--- config.mk ---
export PLATFORM = sky130hd
export DESIGN_NAME = ripple_count_capture_flat
export DESIGN_NICKNAME = d
export VERILOG_FILES = /design/src/rtl/ripple_count_capture_if.sv /design/src/rtl/ripple_count_capture.sv /design/src/flat_wrapper.sv
export SDC_FILE = /design/constraint.sdc
export NUM_CORES = 1
export LEC_CHECK = 0
export ABC_AREA = 1
export CAP_MARGIN = 15
export CORE_MARGIN = 5
export CORE_UTILIZATION = 57
export CTS_CLUSTER_DIAMETER = 30
export CTS_CLUSTER_SIZE = 24
export DETAILED_ROUTE_END_ITERATION = 8
export MAX_ROUTING_LAYER = met4
export PLACE_DENSITY_LB_ADDON = 0.25
export SLEW_MARGIN = 10
export SYNTH_ARGS = -nofsm -noshare
export SYNTH_HDL_FRONTEND = slang
export SYNTH_SLANG_ARGS = --single-unit
--- constraint.sdc ---
create_clock -name clk -period 2.5 [get_ports clk]
set_input_delay 0.5 -clock clk [delete_from_list [all_inputs] [get_ports clk]]
set_output_delay 0.5 -clock clk [all_outputs]
set_load 0.02 [all_outputs]
--- src/rtl/ripple_count_capture_if.sv ---
// Bundle between the ripple-counter sampler and its clk-domain consumer.
// The master drives the raw counter and clear; the slave reports results.
interface ripple_count_capture_if #(
    parameter int WIDTH = 3
);
    logic [WIDTH-1:0] cnt_in;
    logic             clr;
    logic [WIDTH-1:0] cnt_sync;
    logic             cnt_valid;
    logic             step_pulse;
    logic             wrap_pulse;
    logic             skip_err;
    logic             err_sticky;
    logic [7:0]       wrap_count;

    modport master (
        output cnt_in, clr,
        input  cnt_sync, cnt_valid, step_pulse,
        input  wrap_pulse, skip_err, err_sticky,
        input  wrap_count
    );

    modport slave (
        input  cnt_in, clr,
        output cnt_sync, cnt_valid, step_pulse,
        output wrap_pulse, skip_err, err_sticky,
        output wrap_count
    );
endinterface

--- src/rtl/ripple_count_capture.sv ---
// Samples an asynchronous ripple down-counter into the clk domain,
// filters settling glitches and classifies each accepted change.
module ripple_count_capture #(
    parameter int WIDTH         = 3,
    parameter int STABLE_CYCLES = 2
) (
    input logic                  clk,
    input logic                  rst,
    ripple_count_capture_if.slave bus
);
    typedef enum logic {INIT, TRACK} state_t;

    localparam logic [3:0] STAB_MAX = 4'(STABLE_CYCLES);

    state_t           state, state_n;
    logic [WIDTH-1:0] s1, s2, cand;
    logic [3:0]       stab;
    logic [WIDTH-1:0] sync_q, sync_n;
    logic             valid_q, valid_n;
    logic             step_q, step_n;
    logic             wrap_q, wrap_n;
    logic             skip_q, skip_n;
    logic             sticky_q, sticky_n;
    logic [7:0]       wc_q, wc_n, wc_base;
    logic             accept, dec, at_zero;

    // A value is only taken once it has settled; in TRACK an
    // unchanged candidate is not re-accepted.
    assign accept  = (stab == STAB_MAX) &&
                     ((state == INIT) || (cand != sync_q));
    assign dec     = (cand == sync_q - WIDTH'(1));
    assign at_zero = (sync_q == '0);

    always_ff @(posedge clk) begin
        if (!rst) begin
            s1       <= '1;
            s2       <= '1;
            cand     <= '1;
            stab     <= 4'd0;
            state    <= INIT;
            sync_q   <= '1;
            valid_q  <= 1'b0;
            step_q   <= 1'b0;
            wrap_q   <= 1'b0;
            skip_q   <= 1'b0;
            sticky_q <= 1'b0;
            wc_q     <= 8'd0;
        end else begin
            s1 <= bus.cnt_in;
            s2 <= s1;
            if (s2 == cand) begin
                if (stab != STAB_MAX)
                    stab <= stab + 4'd1;
            end else begin
                cand <= s2;
                stab <= 4'd1;
            end
            state    <= state_n;
            sync_q   <= sync_n;
            valid_q  <= valid_n;
            step_q   <= step_n;
            wrap_q   <= wrap_n;
            skip_q   <= skip_n;
            sticky_q <= sticky_n;
            wc_q     <= wc_n;
        end
    end

    always_comb begin
        state_n = state;
        sync_n  = sync_q;
        valid_n = valid_q;
        step_n  = 1'b0;
        wrap_n  = 1'b0;
        skip_n  = 1'b0;
        if (accept) begin
            sync_n = cand;
            unique case (state)
                INIT: begin
                    valid_n = 1'b1;
                    state_n = TRACK;
                end
                TRACK: begin
                    unique case (1'b1)
                        dec && at_zero: begin
                            step_n = 1'b1;
                            wrap_n = 1'b1;
                        end
                        dec && !at_zero: step_n = 1'b1;
                        !dec:            skip_n = 1'b1;
                    endcase
                end
            endcase
        end
        // A wrap or error in the clearing cycle survives the clear.
        wc_base  = bus.clr ? 8'd0 : wc_q;
        wc_n     = (wrap_n && wc_base != 8'hFF) ? wc_base + 8'd1 : wc_base;
        sticky_n = skip_n | (sticky_q & ~bus.clr);
    end

    assign bus.cnt_sync   = sync_q;
    assign bus.cnt_valid  = valid_q;
    assign bus.step_pulse = step_q;
    assign bus.wrap_pulse = wrap_q;
    assign bus.skip_err   = skip_q;
    assign bus.err_sticky = sticky_q;
    assign bus.wrap_count = wc_q;
endmodule

--- src/flat_wrapper.sv ---
// flat-port wrapper written by rule: the top's interface ports become plain ports
module ripple_count_capture_flat 
#(
    parameter int WIDTH         = 3,
    parameter int STABLE_CYCLES = 2
)
  (clk, rst, bus_cnt_in, bus_clr, bus_cnt_sync, bus_cnt_valid, bus_step_pulse, bus_wrap_pulse, bus_skip_err, bus_err_sticky, bus_wrap_count);
  ripple_count_capture_if #(.WIDTH(WIDTH)) bus_i ();
  input logic clk;
  input logic rst;
  input wire logic [$bits(bus_i.cnt_in)-1:0] bus_cnt_in;
  input wire logic [$bits(bus_i.clr)-1:0] bus_clr;
  output wire logic [$bits(bus_i.cnt_sync)-1:0] bus_cnt_sync;
  output wire logic [$bits(bus_i.cnt_valid)-1:0] bus_cnt_valid;
  output wire logic [$bits(bus_i.step_pulse)-1:0] bus_step_pulse;
  output wire logic [$bits(bus_i.wrap_pulse)-1:0] bus_wrap_pulse;
  output wire logic [$bits(bus_i.skip_err)-1:0] bus_skip_err;
  output wire logic [$bits(bus_i.err_sticky)-1:0] bus_err_sticky;
  output wire logic [$bits(bus_i.wrap_count)-1:0] bus_wrap_count;
  assign bus_i.cnt_in = bus_cnt_in;
  assign bus_i.clr = bus_clr;
  assign bus_cnt_sync = bus_i.cnt_sync;
  assign bus_cnt_valid = bus_i.cnt_valid;
  assign bus_step_pulse = bus_i.step_pulse;
  assign bus_wrap_pulse = bus_i.wrap_pulse;
  assign bus_skip_err = bus_i.skip_err;
  assign bus_err_sticky = bus_i.err_sticky;
  assign bus_wrap_count = bus_i.wrap_count;
  ripple_count_capture #(.WIDTH(WIDTH), .STABLE_CYCLES(STABLE_CYCLES)) u_core (.clk(clk), .rst(rst), .bus(bus_i));
endmodule
# After elaboration in Yosys (flattened, before gate mapping)
# Cells that the tools add are included.
dict set report word_totals {
  reg_bits 30
  input_bits 6
  output_inout_bits 16
  elab_cells 49
}
dict set report op_classes {
  n_addsub 3
  eq_ne 7
  muxes 11
  bitwise_logic 4
  reduce_logical 11
}
# op n
set op_table {}
lappend op_table {{$mux W8} 2}
lappend op_table {{$mux W1} 9}
lappend op_table {{$add A8 B1 Y8 const B} 1}
lappend op_table {{$ne A8 B8 Y1 const B} 1}
lappend op_table {{$eq A3 B3 Y1} 2}
lappend op_table {{$add A4 B1 Y4 const B} 1}
lappend op_table {{$eq A4 B2 Y1 const B} 1}
lappend op_table {{$logic_and A1 B1 Y1} 4}
lappend op_table {{$ne A4 B2 Y1 const B} 1}
lappend op_table {{$reduce_and A2 Y1} 2}
lappend op_table {{$logic_not A3 Y1} 1}
lappend op_table {{$ne A3 B3 Y1} 1}
lappend op_table {{$reduce_and A3 Y1} 1}
lappend op_table {{$sub A3 B1 Y3 const B} 1}
lappend op_table {{$ne A2 B2 Y1 const B} 1}
lappend op_table {{$not A1 Y1} 2}
lappend op_table {{$reduce_or A2 Y1} 1}
lappend op_table {{$and A1 B1 Y1} 1}
lappend op_table {{$logic_not A1 Y1} 1}
lappend op_table {{$logic_or A1 B1 Y1} 1}
lappend op_table {{$or A1 B1 Y1} 1}

# Longest topological paths before layout
dict set report logic_depth {
  word_depth 8
  ltp_mapped 12
  mapped_depth_nobuf 11
}

# Worst setup path after synthesis
# OpenSTA, ideal clock, no wires.
dict set report synth_timing {
  path_kind {register to register}
  from {register u_core.sync_q[1], in the netlist u_core.bus.cnt_sync[1]}
  to {register u_core.wc_q[7], in the netlist u_core.bus.wrap_count[7]}
  setup_ns 0.115
  t_arrival_ns 1.612
  required_ns 2.385
  path_slack_ns 0.773
  stages_incl_launch_ff 13
  path_buffers 1
  synth_period_minus_slack_ns 1.727
  cell_sequence {dfxtp_1 > inv_1 > ha_1 > inv_1 > nand2_2 > nand2_2 > nor2_4 > nand3_2 > nor2_4 > buf_8 > nand3_1 > nand2_1 > nor2_1}
}
dict set report synth_via {
  elab_chain_len 8
  word_cells_on_any_way 12
  classes_between {add/sub (1); eq/ne (2); mux (4); reduce/logical (5)}
}
# element line
set synth_lines {}
lappend synth_lines {{start, declared} ripple_count_capture.sv:18} ;# logic [WIDTH-1:0] sync_q, sync_n;
lappend synth_lines {{start signal, assigned} ripple_count_capture.sv:59} ;# sync_q <= sync_n;
lappend synth_lines {{$sub A3 B1 Y3} ripple_count_capture.sv:31} ;# assign dec = (cand == sync_q - WIDTH'(1));
lappend synth_lines {{$eq A3 B3 Y1} ripple_count_capture.sv:31}
lappend synth_lines {{$logic_and A1 B1 Y1} ripple_count_capture.sv:85} ;# dec && at_zero: begin
lappend synth_lines {{$mux W1} ripple_count_capture.sv:84} ;# unique case (1'b1)
lappend synth_lines {{$mux W1} ripple_count_capture.sv:78} ;# unique case (state)
lappend synth_lines {{$mux W1 *} ripple_count_capture.sv:76} ;# if (accept) begin
lappend synth_lines {{$logic_and A1 B1 Y1 *} ripple_count_capture.sv:97} ;# wc_n = (wrap_n && wc_base != 8'hFF) ? wc_base + 8'd1 : wc_base;
lappend synth_lines {{$mux W8 *} ripple_count_capture.sv:97}
lappend synth_lines {{end signal, assigned} ripple_count_capture.sv:65} ;# wc_q <= wc_n;
lappend synth_lines {{end, declared} ripple_count_capture.sv:24} ;# logic [7:0] wc_q, wc_n, wc_base;
# Mark *: on every way between the ends. The rest lies on a longest branch, timed or not.
# A chain may end at the register's enable or synchronous reset.

# Worst setup path in the final report
dict set report layout_timing {
  from {input bus_clr}
  to {register u_core.wc_q[1], in the netlist u_core.bus.wrap_count[1]}
}
dict set report layout_via {
  elab_chain_len 4
  word_cells_on_any_way 5
  classes_between {add/sub (1); eq/ne (1); mux (2); reduce/logical (1)}
}
# element line
set layout_lines {}
lappend layout_lines {{start, declared} flat_wrapper.sv:12} ;# input wire logic [$bits(bus_i.clr)-1:0] bus_clr;
lappend layout_lines {{$mux W8 *} ripple_count_capture.sv:96} ;# wc_base = bus.clr ? 8'd0 : wc_q;
lappend layout_lines {{parallel branches: the longest is 2 deep, another holds $add A8 B1 Y8} n/a}
lappend layout_lines {{$mux W8 *} ripple_count_capture.sv:97}
# Every way passes the cells marked *.

==> metrics.md <==
| Metric | Value |
|---|---|
| Outcome | `finished clean` |
| H-tree levels | `2` |
| NumNets Final | `220` |
| Power Total | `931.5 uW` |
| Clock skew | `0.01680 ns` |
| Crit Path Class | `input pin to flop` |
| CP max-delay cell | `clkdlybuf4s50_1` |
| Post-route ant nets | `0` |
| Initial antenna violation count | `0` |
| Internal power | `684.0 uW` |
| Die X | `61.60 um` |
| Critical Path Sink Type | `flop` |
| GRT overflow | `0` |
| Post-cts resize count | `0` |
| Logic pwr share | `12.6%` |
| Drt via density | `5.108` |
| Yosys cell types | `29` |
| Period utilization | `82.85%` |
| Hold Crit Class | `flop to flop` |
| Startpoint type of the worst setup path | `input pin` |
| Sw Ratio | `26.57%` |
| DRC viols | `0` |
| Avg WL per Cell | `11.84 um` |
| # IOs | `22` |
| Flops & latches, synth | `30` |
| Worst EP required | `2.76 ns` |
| Share of total power in the clock network | `32.6%` |
| Crit path largest cell delay | `0.61 ns` |
| Vias | `1226` |
| Post-CTS Setup Repair Bufs | `0` |
| Number of port buffers | `21` |
| Share of power burned in registers | `54.8%` |
| GR Layer Usage met1 | `21.17%` |
| Unrepaired setup endpoints after global routing | `no` |
| Max Cap Viol | `0` |
| Die height | `61.60 um` |
| Reg area | `600.6 sq um` |
| Critical Path Most Common Cell | `nand2_2` |
| CTS Hold Buffers Added | `0` |
| Yosys warns | `0` |
| GRT Util Overall | `19.03%` |
| Die Footprint | `3795 sq um` |
| Core area | `2522 sq um` |
| Clk_lat worst skew | `0.34 ns` |
| P per Cell Area | `515.9 nW/um^2` |
| Slew @ Worst Pin | `0.4465 ns` |
| Final Max Slew Viols | `0` |
| CP arrival | `2.33 ns` |
| Clock Tree Buf Depth | `2` |
| Largest net degree at the start of global routing | `16` |
| Initial DRC Count | `58` |
| First-pass GRT wire length | `5071 um` |
| Finish-stage setup viols | `0` |
| Rel. slew slack | `70.20%` |
| Vias in the first global route | `1243` |
| Final core utilization | `71.58%` |
| GPL Wtd Cong | `0.8348` |
| Placed instance area | `1745 sq um` |
| WP buf/inv | `2` |
| Crit path max-delay family | `simple AND/OR/NAND/NOR gates` |
| DRT Wirelength | `2841 um` |
| Fin. Hold Viols | `0` |
| Clk slew on worst S/H paths | `0.11 ns` |
| Area Overhead vs Synth | `18.96%` |
| Most Crowded Layer GR | `met2` |
| P_sw | `247.5 uW` |
| First-pass iteration count of the detailed router | `4` |
| Crit path time final | `2.071 ns` |
| Achievable clock frequency | `482.8 MHz` |
| Final instance area | `1805 sq um` |
| CTS tree | `done` |
| Syn_nets | `194` |
| Ant. Diodes | `0` |
| Crit-path cells | `clkdlybuf4s50_1, nor2_1, ha_1, nand2_2, nor2_4, inv_4, nand2_2, nand2_1, a21oi_2` |
| VDD IR max | `0.4105 mV` |
| Rows | `18` |
| Multi-input gate area | `780.7 sq um` |
| Initial Util | `60.17%` |
| Hpwl dp | `2166 um` |
| Setup_tns | `0 ns` |
| Worst-path fanout max | `8` |
| Cts bufs inserted | `5` |
| Fin Hold WS | `0.3994 ns` |
| Sink Count | `30` |
| Fill count | `218` |
| Clock root cell | `clkbuf_4` |
| Mapped Area | `1518 sq um` |
| Post-synthesis sequential area ratio | `39.57%` |
| Static Leak | `0.0007393 uW` |
| Grt met3 use | `5.241%` |
| Syn_area_per_cell | `8.293 sq um` |
| Met2 Usage GRT | `30.49%` |
| Synth Instances | `183` |
| Share of layout cells above drive strength 1 | `26.67%` |
[layout make-up]
class,instances,area share [%]
timing repair buffer,23,12.47
inverter,26,5.613
clock buffer,7,3.049
clock inverter,1,0.2772
tap,30,2.079
multi-input combinational,123,43.24
sequential,30,33.26
[final timing paths]
check	slack, ns	end	cells past startpoint	start
worst min register to register	0.40	u_core.s2[1]$_SDFF_PN1_	1	u_core.s1[1]$_SDFF_PN1_
worst max register to register	0.58	u_core.bus.wrap_count[3]$_SDFF_PN0_	11	u_core.bus.cnt_sync[1]$_SDFFE_PN1P_
worst max-delay path	0.43	u_core.bus.wrap_count[1]$_SDFF_PN0_	9	bus_clr
worst min-delay path	0.40	u_core.s2[1]$_SDFF_PN1_	1	u_core.s1[1]$_SDFF_PN1_
[registers in the layout, indices dropped and copies added (netlist names)]
register               cells
u_core.bus.step_pulse      1
u_core.stab                4
u_core.cand                3
u_core.bus.err_sticky      1
u_core.s2                  3
u_core.bus.cnt_sync        3
u_core.bus.skip_err        1
u_core.bus.cnt_valid       1
u_core.bus.wrap_pulse      1
u_core.bus.wrap_count      8
u_core.s1                  3
u_core.state               1
[power groups by stage]
stage                     Combinational (uW)  Clock, uW  Sequential (uW)
after global routing                     132        329              514
after CTS                                118        313              510
after detailed placement                 118          0              522
after global placement                   112          0              520
final                                    117        304              510
after floorplan                         77.8          0              526
[layer usage]
| layer | vias up | share of wire, % |
|---|---|---|
| met3 | 9 | 3.8 |
| li1 | 625 | - |
| met5 | - | 0 |
| met4 | 0 | 2.2 |
| met1 | 570 | 46 |
| met2 | 22 | 48 |
[placed cells by master (no fill, tap or decap), types with 3 or more instances in the layout]
cell             Yosys  routed
clkdlybuf4s50_1      0      21
a21oi_1              6       6
inv_1               19      19
dfxtp_1             30      30
nand2_2              6       6
xor2_1               6       6
o21ai_0              3       3
nor2_1              15      15
a21oi_2              6       6
or2_2               10      10
nand3_1              9       9
ha_1                 5       5
clkbuf_4             0       5
nor2_4               5       5
nand2_1             30      30
o211ai_1             3       3
nand3_2             10      10
inv_2                5       5
[synth_stat cells (all sizes together)]
cell / count / area (sq um)
inv: 25 / 96.35
dfxtp: 30 / 600.6
nand2: 36 / 150.2
or2: 10 / 62.56
nor2: 21 / 118.9
nand3: 19 / 145.1
nor3: 2 / 10.01
nor3b: 1 / 18.77
clkbuf: 1 / 3.750
buf: 3 / 31.27
o21ai: 4 / 23.77
clkinv: 1 / 5.000
xnor2: 2 / 17.52
nand4: 1 / 6.260
xor2: 6 / 52.55
ha: 5 / 62.56
a21oi: 12 / 82.58
o211ai: 3 / 22.52
o21a: 1 / 7.510
[stage by stage]
step | setup slack, ns | std cells
6_report | 0.4289 | 240
5_1_grt | 0.2377 | 240
4_1_cts | 0.4328 | 240
3_5_place_dp | 0.08955 | 232
3_3_place_gp | 0.2518 | 232
2_1_floorplan | 0.7733 | 183
[worst reg2reg max path, stage by stage (launching register included)]
cell	delay, ns
dfxtp_1	0.40
inv_1	0.08
ha_1	0.30
inv_1	0.05
nand2_2	0.06
nand2_2	0.06
nor2_4	0.09
nand3_2	0.11
nor2_4	0.32
nand2_2	0.16
nand2_1	0.11
a21oi_2	0.05
[logic make-up (layout without fill, tap and decap cells)]
logic type	Yosys count	count (layout)	synth area share [%]
fa+ha+maj	5	5	4.122
simple gates	90	90	33.72
buf+inv	30	57	8.985
flops	30	30	39.57
xor+xnor	8	8	4.617
compound gates	20	20	8.986
Note: power is estimated with default switching activity, not from simulation.
==> RTL edit 1, RTL diff (same settings) <==
`WIDTH` is set to 3 in 3 places; all go to 5.
--- a/src/rtl/ripple_count_capture_if.sv
+++ b/src/rtl/ripple_count_capture_if.sv
@@ -1,7 +1,7 @@
 // Bundle between the ripple-counter sampler and its clk-domain consumer.
 // The master drives the raw counter and clear; the slave reports results.
 interface ripple_count_capture_if #(
-    parameter int WIDTH = 3
+    parameter int WIDTH = 5
 );
     logic [WIDTH-1:0] cnt_in;
     logic             clr;
--- a/src/rtl/ripple_count_capture.sv
+++ b/src/rtl/ripple_count_capture.sv
@@ -1,7 +1,7 @@
 // Samples an asynchronous ripple down-counter into the clk domain,
 // filters settling glitches and classifies each accepted change.
 module ripple_count_capture #(
-    parameter int WIDTH         = 3,
+    parameter int WIDTH         = 5,
     parameter int STABLE_CYCLES = 2
 ) (
     input logic                  clk,
--- a/src/flat_wrapper.sv
+++ b/src/flat_wrapper.sv
@@ -1,7 +1,7 @@
 // flat-port wrapper written by rule: the top's interface ports become plain ports
 module ripple_count_capture_flat 
 #(
-    parameter int WIDTH         = 3,
+    parameter int WIDTH         = 5,
     parameter int STABLE_CYCLES = 2
 )
   (clk, rst, bus_cnt_in, bus_clr, bus_cnt_sync, bus_cnt_valid, bus_step_pulse, bus_wrap_pulse, bus_skip_err, bus_err_sticky, bus_wrap_count);
Ports: changed (resized bus_cnt_in and bus_cnt_sync); port bits go from 22 to 26. No check against the original RTL was run, so the function may have changed too.
==> RTL edit 1 against the original RTL <==
  * Total power increased by 13%
  * First-iteration DRC count is 55% higher
  * Via count increased by 14%
  * Wire length up 4.1%
  * Sequential cell count up 8
  * Core utilization fell by 2.8 points
  * Final area is 14% higher
  * Sequential power rose by 26%
  * Synthesized cell count is 25% higher
  * Synthesized area rose by 14%
  * Cell count is 21% higher
  * Setup slack improved by 0.17 ns
==> RTL edit 1: results <==
set metrics [dict create \
    cts.reportedPaths.clkPinSlew_ns 0.11 \
    drt_iter0_markers 90 \
    cpPeakStageDelay_ns 0.53 \
    cts_resized 0 \
    clock_path_buffers 2 \
    place_ws_ns 0.2236 \
    grt_use_total_pct 16.37 \
    crit_fanout 8 \
    grt_pass1_wl_um 5223 \
    ys_types 30 \
    antenna_cells 0 \
    synthTopCellsByArea "dfxtp_1, nand2_1, nor2_1" \
    syn_nets 240 \
    cp_data_arrival_time_ns 2.15 \
    status "finished, final reports clean" \
    avgRoutedWirePerCell_um 10.20 \
    ys_seq_area_share_pct 43.96 \
    gp_congestion 0.8415 \
    vdd_ir_drop_max_v 0.0004299 \
    port_buffers 25 \
    crit_slowest_cell "clkdlybuf4s50_1" \
    fillCellCount 246 \
    final_nets 269 \
    async_reset_ff_share_pct 0 \
    viasPerCell 4.814 \
    grt_start_max_net_pins 15 \
    drive_above_1_share_pct 16.73 \
    numCtsBuffers 5 \
    cts_setup_buffers 0 \
    r2r_cells 10 \
    slew_headroom_pct 74.23 \
    leakage_nw 0.9752 \
    place_hpwl_um 2274 \
    cts_root_buf "clkbuf_4" \
    grt_pass1_vias 1225 \
    skew_ns 0.007587 \
    synth_common_cells "nand2_1, dfxtp_1, nor2_1" \
    largest_register_ffs 8 \
    path_delay_family "simple AND/OR/NAND/NOR gates" \
]
==> RTL edit 1: cell count changes after synthesis, sizes merged, moves of 3 or more <==
cell	unedited run	this run
nor2	21	34
a21oi	12	4
dfxtp	30	38
nand3	19	16
nand2	36	59
inv	25	30
==> RTL edit 1: kinds of logic (layout without fill, tap and decap cells) <==
kind of cell               after synthesis  count (layout)  synth area share [%]
buffers and inverters                   36              65                 8.532
xor gates and xnor gates                 7               7                 3.543
DFF                                     38              38                 43.96
AOI/OAI and AO/OA                       18              18                 6.435
adders and majority gates                4               4                 2.892
and+or+nand+nor                        125             125                 34.64
==> RTL edit 1: cell type report <==
class | instances | area [um^2] | share of cell area [%]
sequential | 38 | 760.7 | 37.12
timing repair buffer | 26 | 257.7 | 12.58
multi-input combinational | 154 | 822.0 | 40.11
inverter | 32 | 120.1 | 5.861
clock buffer | 5 | 37.54 | 1.831
tap | 33 | 41.29 | 2.015
clock inverter | 2 | 10.01 | 0.4884
==> RTL edit 1: worst paths after layout <==
check | startpoint | endpoint | slack (ns)
setup reg to reg | u_core.bus.cnt_sync[0] | u_core.bus.wrap_count[1] | 0.65
hold / removal | u_core.s1[1] | u_core.s2[1] | 0.42
hold reg to reg | u_core.s1[1] | u_core.s2[1] | 0.42
setup / recovery | bus_clr | u_core.bus.wrap_count[1] | 0.60
==> RTL edit 1: stage by stage <==
step | util (%) | cell area (um^2) | hold slack [ns] | total power, mW | instances
floorplan | - | 1730 | 0.3925 | 0.7415 | 228
global placement | 67.23 | 2002 | 0.3935 | 0.7765 | 283
detailed placement | 67.23 | 2002 | 0.3998 | 0.7788 | 283
CTS | 68.82 | 2049 | 0.4244 | 1.070 | 290
global route | 68.82 | 2049 | 0.4325 | 1.115 | 290
finish | 68.82 | 2049 | 0.4196 | 1.056 | 290
==> RTL edit 1: metal layers <==
metal / vias to the layer above / share of wire [%] / track usage (%)
met5: - / 0 / -
met4: 0 / 1.6 / 6.995
met3: 4 / 4.4 / 6.154
met2: 21 / 43 / 24.14
met1: 606 / 50 / 20.13
li1: 765 / - / -
==> RTL edit 1: power by group <==
part / switching, mW / internal (mW)
logic: 0.0698 / 0.0535
registers: 0.0157 / 0.625
clock network: 0.190 / 0.101
==> RTL edit 2, RTL diff (same flow settings) <==
Made on the original files. Reset style: asynchronous (`rst`), changed in one clocked block.
--- a/src/rtl/ripple_count_capture.sv
+++ b/src/rtl/ripple_count_capture.sv
@@ -31,7 +31,7 @@
     assign dec     = (cand == sync_q - WIDTH'(1));
     assign at_zero = (sync_q == '0);
 
-    always_ff @(posedge clk) begin
+    always_ff @(posedge clk or negedge rst) begin
         if (!rst) begin
             s1       <= '1;
             s2       <= '1;
Behaviour: differs if rst is asserted again (counterexample within 4 cycles, from zero or initial values and one cycle with rst low); with rst held inactive, the same outputs for 10 cycles.
==> RTL edit 2 against the original RTL <==
  * Largest cell class is now registers
  * Sequential share of layout area grew 7.1 points
  * Critical endpoint is now u_core.bus.wrap_count[7]
  * Setup slack better by 0.046 ns
  * Final area is 5.0% higher
  * Wire length grew 12%
  * Cell count is 2.9% lower
  * Synthesized area up 5.5%
  * Highest routed layer unchanged
  * Sequential cell count stayed put
Power is not compared: it rests on default switching activity, and its combinational part moved more than twofold at a synthesized area within 25%.
==> RTL edit 2: results <==
set metrics [dict create \
    status "finished, final reports clean" \
    cts_resized 0 \
    grt_pass1_vias 1368 \
    cts_setup_buffers 0 \
    place_inst 225 \
    port_buffers 21 \
    whs_ns 0.3623 \
    skew_ns 0.006506 \
    final_nets 212 \
    async_reset_ff_share_pct 100.0 \
    cts.reportedPaths.clkPinSlew_ns 0.10 \
    drive_above_1_share_pct 23.76 \
    synthTopCellsByArea "dfrtp_1, dfstp_2, nand2_1" \
    startpoint "bus_clr" \
    grt_start_max_net_pins 31 \
    cp_data_arrival_time_ns 2.30 \
    route.antenna.remaining_nets 0 \
    hold_path_startpoint "u_core.s1[0]" \
    clk_latency_ns 0.33 \
    fin_setup_tns_ns 0 \
    h-tree-depth 2 \
    place_ws_ns 0.1651 \
    clock_path_buffers 2 \
    syn_nets 187 \
    gp_congestion 0.8173 \
    holdCritPathClass "reg2reg" \
    worstReg2RegStart "u_core.bus.cnt_sync[1]" \
    drt_iter0_markers 38 \
    grt_pass1_wl_um 5747 \
    viasPerCell 5.330 \
    r2r_slack_ns 0.62 \
    first_pass_iters 5 \
    finalWirelength_um 3176 \
    crit_fanout 9 \
    p_switching_mw 0.4496 \
    synth.avg_cell_area_um2 9.100 \
    place_hpwl_um 2352 \
    ys_types 28 \
    ys_seq_area_share_pct 47.81 \
    fin_crit_ns 2.025 \
    synth_common_cells "nand2_1, dfrtp_1, inv_1" \
    dpl-instance-area_um2 1836 \
    antenna_found_initial 0 \
    antenna_cells 0 \
    grt_use_total_pct 18.69 \
    worst_pin_slew_ns 0.3668 \
    vias 1242 \
]
-- RTL edit 2: cell types whose count changed after synthesis, sizes merged, moves of 4 or more --
cell   before  now
a21oi      12    1
dfrtp       0   18
dfstp       0   12
dfxtp      30    0
nand2      36   56
nand3      19   14
nand4       1    9
nor2       21   17
or2        10    0
xor2        6    2
-- RTL edit 2: final timing paths --
| kind | to | depth (start not counted) |
|---|---|---|
| worst min-delay path | u_core.s2[0] | 0 |
| worst min register to register | u_core.s2[0] | 0 |
| worst max register to register | u_core.bus.wrap_count[7] | 11 |
| max in group asynchronous | u_core.bus.cnt_sync[1] | 2 |
| min in group asynchronous | u_core.bus.cnt_valid | 2 |
| worst max-delay path | u_core.bus.wrap_count[7] | 11 |
-- RTL edit 2: power by group through the flow --
stage,registers (mW),clock network [mW],logic (mW)
floorplan,0.620,0,0.251
detailed placement,0.596,0,0.391
global placement,0.591,0,0.374
CTS,0.588,0.310,0.392
global route,0.594,0.342,0.426
finish,0.588,0.307,0.386
-- RTL edit 2: metal layers --
| layer | wire, um | vias up | part of all wire (%) | track usage (%) |
|---|---|---|---|---|
| met2 | 1675 | 40 | 53 | 31.41 |
| met3 | 171 | 6 | 5.4 | 6.475 |
| met4 | 51 | 0 | 1.6 | 7.162 |
| met5 | 0 | - | 0 | - |
| li1 | - | 604 | - | - |
| met1 | 1277 | 592 | 40 | 20.09 |
-- RTL edit 2: area by class of cell --
type / count / area [um^2]
inverter: 24 / 90.09
tap: 31 / 38.79
clock buffer: 7 / 55.05
fill: 203 / 838.3
multi-input combinational: 118 / 723.2
timing repair buffer: 22 / 217.7
clock inverter: 1 / 5.005
sequential: 30 / 765.7
-- RTL edit 2: cells by family after synthesis --
kind of cell / Yosys count / share of synthesized area, %
flip-flops: 30 / 47.81
AND/OR/NAND/NOR: 98 / 34.37
adder cells (fa/ha/maj): 5 / 3.906
AO/OA/AOI/OAI: 8 / 3.046
XOR/XNOR: 7 / 3.828
buffers and inverters: 28 / 7.031
-- RTL edit 2: worst max-delay path, stage by stage --
cell             delay, ns
clkdlybuf4s50_1       0.46
inv_2                 0.17
nand2_1               0.09
inv_1                 0.08
ha_1                  0.19
nand2_1               0.10
nor2_4                0.18
nand4_4               0.20
nand3_4               0.19
nand2_1               0.08
nand2_1               0.06
